## src/rtl/inst_loader_pkg.sv

```systemverilog
// Shared state encoding and default parameters for the instruction-memory preload controller.
package inst_loader_pkg;

  typedef enum logic [2:0] {
    IDLE,
    HDR,
    LOAD,
    CHECK,
    RELEASE,
    RUN,
    ERROR
  } state_e;

  localparam int DEF_DATA_W      = 32;
  localparam int DEF_ADDR_W      = 64;
  localparam int DEF_DEPTH       = 1024;
  localparam int DEF_BASE_ADDR   = 1;
  localparam int DEF_CHECKSUM_EN = 1;
  localparam int DEF_RELEASE_CYC = 2;

  // States in which the host stream is being consumed.
  function automatic logic takes_words(state_e s);
    return (s == HDR) || (s == LOAD) || (s == CHECK);
  endfunction

  function automatic logic is_busy(state_e s);
    return takes_words(s) || (s == RELEASE);
  endfunction

endpackage

```

## src/rtl/inst_loader.sv

```systemverilog
// Preloads a length-prefixed, optionally checksummed program image into instruction SRAM
// while holding the core in reset, then releases it or parks it with a sticky error.
module inst_loader
  import inst_loader_pkg::*;
#(
  parameter int DATA_W      = DEF_DATA_W,
  parameter int ADDR_W      = DEF_ADDR_W,
  parameter int DEPTH       = DEF_DEPTH,
  parameter int BASE_ADDR   = DEF_BASE_ADDR,
  parameter int CHECKSUM_EN = DEF_CHECKSUM_EN,
  parameter int RELEASE_CYC = DEF_RELEASE_CYC
) (
  input  logic                       clk,
  input  logic                       reset,
  input  logic                       start,
  input  logic                       s_valid,
  output logic                       s_ready,
  input  logic [DATA_W-1:0]          s_data,
  output logic                       inst_sram_wen,
  output logic [ADDR_W-1:0]          inst_sram_waddr,
  output logic [DATA_W-1:0]          inst_sram_wdata,
  output logic                       cpu_reset,
  output logic                       inst_sram_en_toif,
  output logic                       busy,
  output logic                       err,
  output logic [$clog2(DEPTH+1)-1:0] words_loaded
);

  localparam int                 CNT_W     = $clog2(DEPTH + 1);
  localparam int                 REL_W     = $clog2(RELEASE_CYC + 1);
  localparam logic [DATA_W:0]    DEPTH_EXT = (DATA_W + 1)'(DEPTH);
  localparam logic [REL_W-1:0]   REL_LAST  = REL_W'(RELEASE_CYC - 1);
  localparam logic [ADDR_W-1:0]  BASE      = ADDR_W'(BASE_ADDR);

  state_e             state_q, state_d;
  logic               accept, hdr_bad, last_word;
  logic               s_ready_q, wen_q, cpu_reset_q, fetch_en_q, busy_q, err_q;
  logic [ADDR_W-1:0]  waddr_q;
  logic [DATA_W-1:0]  wdata_q;
  logic [CNT_W-1:0]   cnt_q;
  logic [REL_W-1:0]   rel_cnt_q;
  logic [CNT_W-1:0]   n_q;
  logic [DATA_W-1:0]  sum_q;

  always_comb begin
    accept    = s_valid && s_ready_q;
    hdr_bad   = (s_data == '0) || ({1'b0, s_data} > DEPTH_EXT);
    last_word = (cnt_q + CNT_W'(1)) == n_q;
    state_d   = state_q;
    case (state_q)
      IDLE:    if (start) state_d = HDR;
      HDR:     if (accept) state_d = hdr_bad ? ERROR : LOAD;
      LOAD:    if (accept && last_word) state_d = (CHECKSUM_EN != 0) ? CHECK : RELEASE;
      CHECK:   if (accept) state_d = (s_data == sum_q) ? RELEASE : ERROR;
      RELEASE: if (rel_cnt_q == REL_LAST) state_d = RUN;
      RUN:     if (start) state_d = HDR;
      ERROR:   if (start) state_d = HDR;
      default: state_d = IDLE;
    endcase
  end

  always_ff @(posedge clk) begin
    if (reset) state_q <= IDLE;
    else       state_q <= state_d;
  end

  // Stage p1: control outputs decoded from next state, write port registered one cycle behind accept
  always_ff @(posedge clk) begin
    if (reset) begin
      s_ready_q   <= 1'b0;
      wen_q       <= 1'b0;
      waddr_q     <= '0;
      wdata_q     <= '0;
      cpu_reset_q <= 1'b1;
      fetch_en_q  <= 1'b0;
      busy_q      <= 1'b0;
      err_q       <= 1'b0;
      cnt_q       <= '0;
      rel_cnt_q   <= '0;
    end else begin
      s_ready_q   <= takes_words(state_d);
      busy_q      <= is_busy(state_d);
      err_q       <= (state_d == ERROR);
      cpu_reset_q <= (state_d != RUN);
      fetch_en_q  <= (state_d == RUN);
      wen_q       <= 1'b0;
      rel_cnt_q   <= (state_q == RELEASE) ? rel_cnt_q + REL_W'(1) : '0;
      if (state_q == HDR && accept && !hdr_bad) cnt_q <= '0;
      if (state_q == LOAD && accept) begin
        wen_q   <= 1'b1;
        waddr_q <= BASE + ADDR_W'(cnt_q);
        wdata_q <= s_data;
        cnt_q   <= cnt_q + CNT_W'(1);
      end
    end
  end

  // Length and running checksum are pure data; they are always re-seeded by a valid header.
  always_ff @(posedge clk) begin
    if (state_q == HDR && accept && !hdr_bad) begin
      n_q   <= CNT_W'(s_data);
      sum_q <= '0;
    end else if (state_q == LOAD && accept) begin
      sum_q <= sum_q + s_data;
    end
  end

  assign s_ready           = s_ready_q;
  assign inst_sram_wen     = wen_q;
  assign inst_sram_waddr   = waddr_q;
  assign inst_sram_wdata   = wdata_q;
  assign cpu_reset         = cpu_reset_q;
  assign inst_sram_en_toif = fetch_en_q;
  assign busy              = busy_q;
  assign err               = err_q;
  assign words_loaded      = cnt_q;

endmodule

```

## config.mk

```make
export PLATFORM = sky130hd
export DESIGN_NAME = inst_loader
export DESIGN_NICKNAME = d
export VERILOG_FILES = /design/src/rtl/inst_loader_pkg.sv /design/src/rtl/inst_loader.sv
export SDC_FILE = /design/constraint.sdc
export NUM_CORES = 1
export LEC_CHECK = 0
export BUFFER_PORTS_ARGS = -buffer_cell sky130_fd_sc_hd__buf_2
export CAP_MARGIN = 20
export CORE_MARGIN = 1.5
export CORE_UTILIZATION = 25
export DETAILED_ROUTE_END_ITERATION = 7
export GPL_ROUTABILITY_DRIVEN = 0
export HOLD_SLACK_MARGIN = 0.05
export PLACE_DENSITY = 0.45
export SLEW_MARGIN = 20
export SYNTH_ARGS = -nofsm -noshare
export SYNTH_HDL_FRONTEND = slang
export SYNTH_SLANG_ARGS = --single-unit
```

## constraint.sdc

```tcl
create_clock -name clk -period 2.35 [get_ports clk]
set_input_delay 0.235 -clock clk [delete_from_list [all_inputs] [get_ports clk]]
set_output_delay 0.235 -clock clk [all_outputs]
set_load 0.01 [all_outputs]
```

# Yosys cells after proc, flatten, opt, wreduce, memory -nomap -nowiden
# Index checks and enable logic that the tools add are counted.
dict set report word_totals {
  input_bits 36
  latchBits 0
  wordCells 61
  memories 0
  mem_bits_ro 0
  output_inout_bits 113
  ff_bits 161
  mem_bits_rw 0
}
dict set report classes {
  eq_ne 16
  n_addsub 4
  reduce_logical 15
  bitwise_logic 1
  shifts 0
  multipliers 0
  div 0
  n_lt_le_gt_ge 1
  n_mux 11
}
# op count
set ops {}
lappend ops {{$add 32x32->32} 1}
lappend ops {{$eq 32x32->1} 1}
lappend ops {{$gt 32x11->1 const B} 1}
lappend ops {{$logic_not 32->1} 1}
lappend ops {{$mux 11} 2}
lappend ops {{$eq 3x3->1 const B} 6}
lappend ops {{$mux 3} 6}
lappend ops {{$pmux 3 s5} 1}
lappend ops {{$add 1x11->12 const A} 1}
lappend ops {{$eq 3x2->1 const B} 4}
lappend ops {{$add 11x1->11 const B} 1}
lappend ops {{$eq 11x11->1} 1}
lappend ops {{$eq 3x1->1 const B} 2}
lappend ops {{$logic_and 1x1->1} 5}
lappend ops {{$logic_or 1x1->1} 4}
lappend ops {{$logic_not 3->1} 1}
lappend ops {{$ne 3x3->1 const B} 1}
lappend ops {{$reduce_or 3->1} 1}
lappend ops {{$add 2x1->2 const B} 1}
lappend ops {{$eq 2x1->1 const B} 1}
lappend ops {{$mux 2} 1}
lappend ops {{$reduce_bool 2->1} 1}
lappend ops {{$reduce_or 2->1} 1}
lappend ops {{$logic_not 1->1} 1}
lappend ops {{other kinds (2)} 2}

# Logic depth before layout (Yosys ltp)
# Gate-level depths: netlist of run 1.
dict set report logic_depth {
  depth_word 9
  depth_mapped 12
  ltp_nobuf 12
}

# Worst setup path before layout of run 1
# OpenSTA, ideal clock, no wires.
dict set report synth_path {
  kind {register to register}
  start {reg sum_q[7]}
  end {reg sum_q[28]}
  stages_incl_launch_ff 11
  t_arrival_ns 2.458
  setup_ns 0.134
  n_path_buf 1
  setup_slack_ns -0.242
  synth_period_minus_slack_ns 2.592
  cell_sequence {dfxtp_1 > ha_1 > buf_6 > a211o_1 > o311a_1 > or4b_4 > nand2_4 > o21ai_2 > a41oi_2 > mux2i_1 > o211ai_1}
}
dict set report synth_via {
  elab_chain_len 1
}
# element line_no
set synth_rtl {}
lappend synth_rtl {{start, declared} inst_loader.sv:43} ;# logic [DATA_W-1:0] sum_q;
lappend synth_rtl {{start signal, assigned} inst_loader.sv:104} ;# sum_q <= sum_q + s_data;
lappend synth_rtl {{$add 32x32->32} inst_loader.sv:104}
# No other way between the ends.
# A chain may end at the register's enable or synchronous reset.

# Worst setup path after layout of run 1
dict set report layout_path {
  start {reg sum_q[0]}
  end {reg sum_q[28]}
}
# The elaborated chain is that of the path after synthesis.

==> reports/results.txt, run 1 <==
root buffer cell: clkbuf_16
DRC viols: 0
most common cell after layout, fill and taps aside: nand2_1
Mean Syn Cell Area: 8.07 um^2
Hold Path Stages: 3
overall power: 5.08 mW
Setup WS pre-CTS: -0.296 ns
Startpoint Class: flip-flop
Setup violations, final: 9
Ys Warns: 0
CTS max path bufs: 2
Fmax achieved: 386 MHz
FF-to-FF End: sum_q[28]
sequential share of the synthesized area: 0.373
Inserted Clock Buffers: 9
top-area cell type share of the netlist area: 0.319
post-detail-place hpwl: 13.7 mm
most frequent cells in the layout: 133 x nand2_1, 114 x buf_4, 96 x buf_2
drt first pass iters: 4
top post-synthesis cells by area: dfxtp_1 32%, nand2_1 8.1%, a21oi_1 7.7%, ha_1 6.7%, buf_4 6.4%
core footprint: 24200 um^2
violated checks: negative setup slack
slowest stage cell, crit path: or4b_4
Switching Fraction: 0.315
vias in the first global route: 5463
WP buf/inv: 1
gr ovfl total: 0
Seq cells post-synth: 109
period utilisation layout: 1.10
Async SR Flop Fraction: 0
worst-path cell chain: ha_4, inv_2, fa_2, nand2b_4, a21oi_4, o311a_1, or4b_4, nand2_4, o21ai_4, a41oi_2, mux2i_1, o211ai_1
reg2reg setup slack: -0.24 ns
Req. time, crit path: 2.60 ns
delay-heaviest family, CP: simple AND/OR/NAND/NOR gates
IO Port Bufs: 96
clk sink count: 109
Post-DRT Antenna Nets: 0
CTS tree: yes
Final WS setup: -0.240 ns
initial antenna violation count: 0
Clk network pwr share: 0.304
WL per Instance: 14.2 um
die height: 160 um
n_diodes: 0
WS Path Type: flip-flop to flip-flop
r2r worst-path depth: 12
Die X: 160 um
drt total wl: 18.0 mm
crit-path max cell delay: 0.54 ns
Initial Util: 0.254
Max-cap violations: 0
RSZ-0062 raised after global routing: true
nets: 1010
clock latency reported for the late side of the worst-skew pair: 0.36 ns
Worst VDD drop: 337 uV
outcome: finished, violations left
Vias: 5687
final worst path period need: 2.59 ns
P per Cell Area: 615 nW/um^2
Worst-path clk slew: 0.08 ns
skew final: 0.0115 ns
hold_buf cts: 0
Int Power: 3.48 mW
H-Tree Depth: 3
count of cell types in the netlist: 60
largest net degree at the start of global routing: 66
Psw: 1.60 mW
std cell rows: 57
num ports: 149
Fin. Hold Viols: 0
hold path start: s_data[25]
Leak Pwr: 3.56 nW
Mapped Cells: 761
layout cells sized above 1: 0.315
worst reg2reg startpoint: sum_q[0]
predominant post-synthesis flop cell: dfxtp_1
1st-iter DRT viols: 294
sequential power share: 0.406
HP Class: input port to flip-flop
Comb power frac: 0.290
GRT Total Usage: 0.144
Hold Path End: inst_sram_wdata[25]
area grow syn2layout: 34.4%
cell taking the most area after synthesis: dfxtp_1
Cell Area, Synth: 6140 um^2
vias per cell: 4.48
Crit. End Element: flip-flop
number of synthesized flops with an enable pin: 11
Max FO, Critical Path: 3
Pins Over Slew Limit: 0
Die ar.: 25500 um^2
first-pass GRT wire length: 29.3 mm
CP Data Arrival Time: 2.84 ns
[registers in the layout, summed over array words and instances (netlist names)]
signal and cells:
busy 1, cpu_reset 1, err 1, inst_sram_en_toif 1, inst_sram_waddr 12, inst_sram_wdata 32, inst_sram_wen 1, n_q 11
rel_cnt_q 2, s_ready 1, state_q 3, sum_q 32, words_loaded 11
[worst max-delay path by stage]
| stage | from | cells past startpoint | end | slack, ns |
|---|---|---|---|---|
| after floorplan | sum_q[0] | 12 | sum_q[30] | -0.12 |
| after global placement | s_data[0] | 13 | sum_q[30] | -0.28 |
| after detailed placement | s_data[0] | 13 | sum_q[30] | -0.30 |
| after CTS | sum_q[0] | 12 | sum_q[28] | -0.25 |
| after global routing | sum_q[0] | 12 | sum_q[28] | -0.34 |
| final | sum_q[0] | 12 | sum_q[28] | -0.24 |
[stage by stage]
step | TNS, ns | std cells | utilization | area [um^2] | hold WS [ns]
finish | -1.28 | 1269 | 0.341 | 8250 | 0.144
global placement | -2.72 | 1247 | 0.315 | 7610 | 0.426
global route | -2.81 | 1269 | 0.341 | 8250 | 0.150
CTS | -1.25 | 1266 | 0.334 | 8080 | 0.125
floorplan | -0.295 | 812 | - | 6440 | 0.334
detailed placement | -3.37 | 1247 | 0.315 | 7610 | 0.423
[timing repair]
| action | in CTS | in global routing |
|---|---|---|
| buffers inserted | 3 | 5 |
| gates resized for setup | 22 | 31 |
| pin swaps | 15 | 21 |
| setup endpoints to repair | 15 | 19 |
| cloned | 0 | 0 |
[power groups by stage]
stage	clock, mW	sequential [mW]	combinational (mW)
after CTS	1.61	2.06	1.40
final	1.54	2.06	1.47
after global routing	1.69	2.07	1.63
after global placement	0	2.09	1.32
after floorplan	0	2.07	0.874
after detailed placement	0	2.09	1.32
[synthesized netlist by cell type (all sizes together), types with 5 or more instances]
cell / number
nand2: 134
dfxtp: 98
a21oi: 96
nor2: 59
buf: 56
clkbuf: 41
ha: 33
xnor2: 28
o21ai: 24
nand3: 19
xor2: 18
a21o: 17
nor4: 16
a211oi: 11
a31oi: 11
edfxtp: 11
and3: 8
nor3: 8
inv: 7
nand2b: 6
nor2b: 6
nand4: 5
[cell type report]
class                   count  area, um^2
flip-flops and latches    109        2300
clock inverters             6        62.6
fillers                  2576       15900
clock buffers              10         230
repair buffers            214        1400
multi-input cells         599        3820
well taps                 324         405
inverters                   7        26.3
[per-layer routing]
metal | GRT usage | vias to the layer above | share of wire
li1 | - | 2896 | -
met3 | 0.0257 | 15 | 0.043
met5 | 0 | - | 0
met4 | 0.0416 | 0 | 0.016
met2 | 0.232 | 137 | 0.45
met1 | 0.196 | 2639 | 0.49
[cell families after synthesis]
kind of cell,after synthesis,synth area share
and+or+nand+nor,284,0.212
buffers and inverters,104,0.0972
DFF,109,0.373
xor gates and xnor gates,46,0.0656
other,1,0.000611
adders and majority gates,34,0.0705
muxes,1,0.00163
AOI/OAI and AO/OA,182,0.179
[worst min-delay path: stages]
cell and delay (ns):
buf_2 0.12, nand2_1 0.05, a21oi_1 0.05
Note: power is estimated with default switching activity, not from simulation.
==> run 2: changes to the inputs <==
--- a/config.mk
+++ b/config.mk
@@ -6,11 +6,11 @@
 export NUM_CORES = 1
 export LEC_CHECK = 0
 export BUFFER_PORTS_ARGS = -buffer_cell sky130_fd_sc_hd__buf_2
-export CAP_MARGIN = 20
 export CORE_MARGIN = 1.5
 export CORE_UTILIZATION = 25
 export DETAILED_ROUTE_END_ITERATION = 7
 export GPL_ROUTABILITY_DRIVEN = 0
+export GPL_TIMING_DRIVEN = 0
 export HOLD_SLACK_MARGIN = 0.05
 export PLACE_DENSITY = 0.45
 export SLEW_MARGIN = 20
==> run 2 against run 1 <==
  * Critical path depth is the same
  * Largest power group unchanged
  * Clock power barely moved
  * Worst hold slack got worse by 0.018 ns
  * Critical endpoint unchanged
  * The flow still finishes with violations (negative setup slack)
==> reports/results.txt, run 2 (synthesis results as in run 1) <==
Req. time, crit path: 2.59 ns
vias per cell: 4.47
HP Class: input port to flip-flop
outcome: finished, violations left
multi-input logic area: 3820 um^2
initial antenna violation count: 0
root buffer cell: clkbuf_16
num ports: 149
period utilisation layout: 1.15
Worst VDD drop: 282 uV
Cell Area, Placed: 7320 um^2
Final Instance Area: 8090 um^2
Startpoint Class: flip-flop
die height: 160 um
clk sink count: 109
overall power: 4.97 mW
nets: 1003
1st-iter DRT viols: 265
Max FO, Critical Path: 4
WL per Instance: 15.5 um
Setup TNS Final: -2.64 ns
Die ar.: 25500 um^2
Setup violations, final: 13
Setup crit end: sum_q[28]
worst-margin pin slew: 0.726 ns
n_diodes: 0
CTS tree: yes
Inserted Clock Buffers: 9
Vias: 5635
drt total wl: 19.6 mm
clock latency reported for the late side of the worst-skew pair: 0.37 ns
Max-cap violations: 0
Fmax achieved: 370 MHz
Pins Over Slew Limit: 0
skew final: 0.00921 ns
final core occ: 0.334
DRC viols: 0
Leak Pwr: 3.47 nW
most frequent cells in the layout: 133 x nand2_1, 96 x buf_2, 90 x dfxtp_1
RSZ-0062 raised after global routing: true
Crit. End Element: flip-flop
layout cells sized above 1: 0.291
CP Launch Point: sum_q[0]
Worst-path clk slew: 0.08 ns
worst reg2reg startpoint: sum_q[0]
Rel. slew slack: 0.516
drt first pass iters: 4
P per Cell Area: 614 nW/um^2
final worst path period need: 2.70 ns
register area: 2300 um^2
GRT Total Usage: 0.153
CP Data Arrival Time: 2.94 ns
reg2reg setup slack: -0.35 ns
largest net degree at the start of global routing: 21
post-detail-place hpwl: 14.6 mm
area grow syn2layout: 31.7%
Fin. Hold Viols: 0
Die X: 160 um
first-pass GRT wire length: 30.3 mm
Initial Util: 0.254
gr ovfl total: 0
FF-to-FF End: sum_q[28]
vias in the first global route: 5228
r2r worst-path depth: 12
H-Tree Depth: 3
# fillers: 2572
most common cell after layout, fill and taps aside: nand2_1
Post-DRT Antenna Nets: 0
core footprint: 24200 um^2
std cell rows: 57
IO Port Bufs: 94
Final WS setup: -0.351 ns
Setup WS pre-CTS: -0.538 ns
violated checks: negative setup slack
WS Path Type: flip-flop to flip-flop
CTS max path bufs: 2
-- run 2: cell types whose count changed in the layout (fill, tap and decap cells not counted), sizes merged --
cell	previous run	this run
inv	11	9
clkinv	2	4
buf	214	172
clkinvlp	0	1
clkbuf	10	44
-- run 2: area by class of cell --
type / count / area share
Inverter: 7 / 0.00325
Buffer: 93 / 0.0741
Tap cell: 324 / 0.0501
Clock buffer: 9 / 0.0279
Sequential cell: 109 / 0.285
Multi-Input combinational cell: 599 / 0.473
Timing Repair Buffer: 114 / 0.0781
Clock inverter: 7 / 0.00882
-- run 2: routing by layer --
layer | wire, um | part of all wire | GRT usage | up-vias
li1 | - | - | - | 2881
met1 | 9500 | 0.48 | 0.209 | 2620
met2 | 9090 | 0.46 | 0.246 | 119
met3 | 791 | 0.040 | 0.0291 | 15
met4 | 220 | 0.011 | 0.0425 | 0
met5 | 0 | 0 | 0 | -
-- run 2: repair_timing --
action                                  in CTS  in global routing
setup buffers                               14                  8
hold buffers                                 0                  0
pin swaps                                   13                 27
endpoints found under the setup margin      68                 99
gates resized for setup                     42                 56
endpoints found under the hold margin        0                  0
-- run 2: worst min path at each step --
stage | from | end | slack [ns] | cells after the start
3_5_place_dp | rel_cnt_q[0] | rel_cnt_q[0] | 0.42 | 1
5_1_grt | s_data[2] | n_q[2] | 0.11 | 1
2_1_floorplan | s_data[0] | n_q[0] | 0.33 | 0
3_3_place_gp | rel_cnt_q[0] | rel_cnt_q[0] | 0.42 | 1
4_1_cts | s_data[2] | n_q[2] | 0.11 | 1
6_report | s_data[2] | n_q[2] | 0.13 | 1
-- run 2: metrics by stage --
| step | std cells | hold slack (ns) |
|---|---|---|
| floorplan | 812 | 0.334 |
| global placement | 1230 | 0.423 |
| detailed placement | 1230 | 0.423 |
| CTS | 1258 | 0.113 |
| global route | 1262 | 0.113 |
| finish | 1262 | 0.126 |
-- run 2: worst max-delay path, stage by stage, from the launching register on --
cell and delay [ns]:
dfxtp_2 0.34, ha_4 0.16, inv_2 0.05, fa_2 0.19
nand2b_4 0.14, a21oi_4 0.07, o311a_1 0.36, or4b_4 0.55
nand2_4 0.11, o21ai_4 0.06, a41oi_2 0.23, mux2i_1 0.21
o211ai_1 0.10
-- run 2: where the power goes --
part | leakage, nW | internal, mW | switching, mW
logic | 2.43 | 0.624 | 0.728
registers | 0.895 | 1.98 | 0.0774
clock network | 0.142 | 0.747 | 0.810
total | 3.47 | 3.35 | 1.62
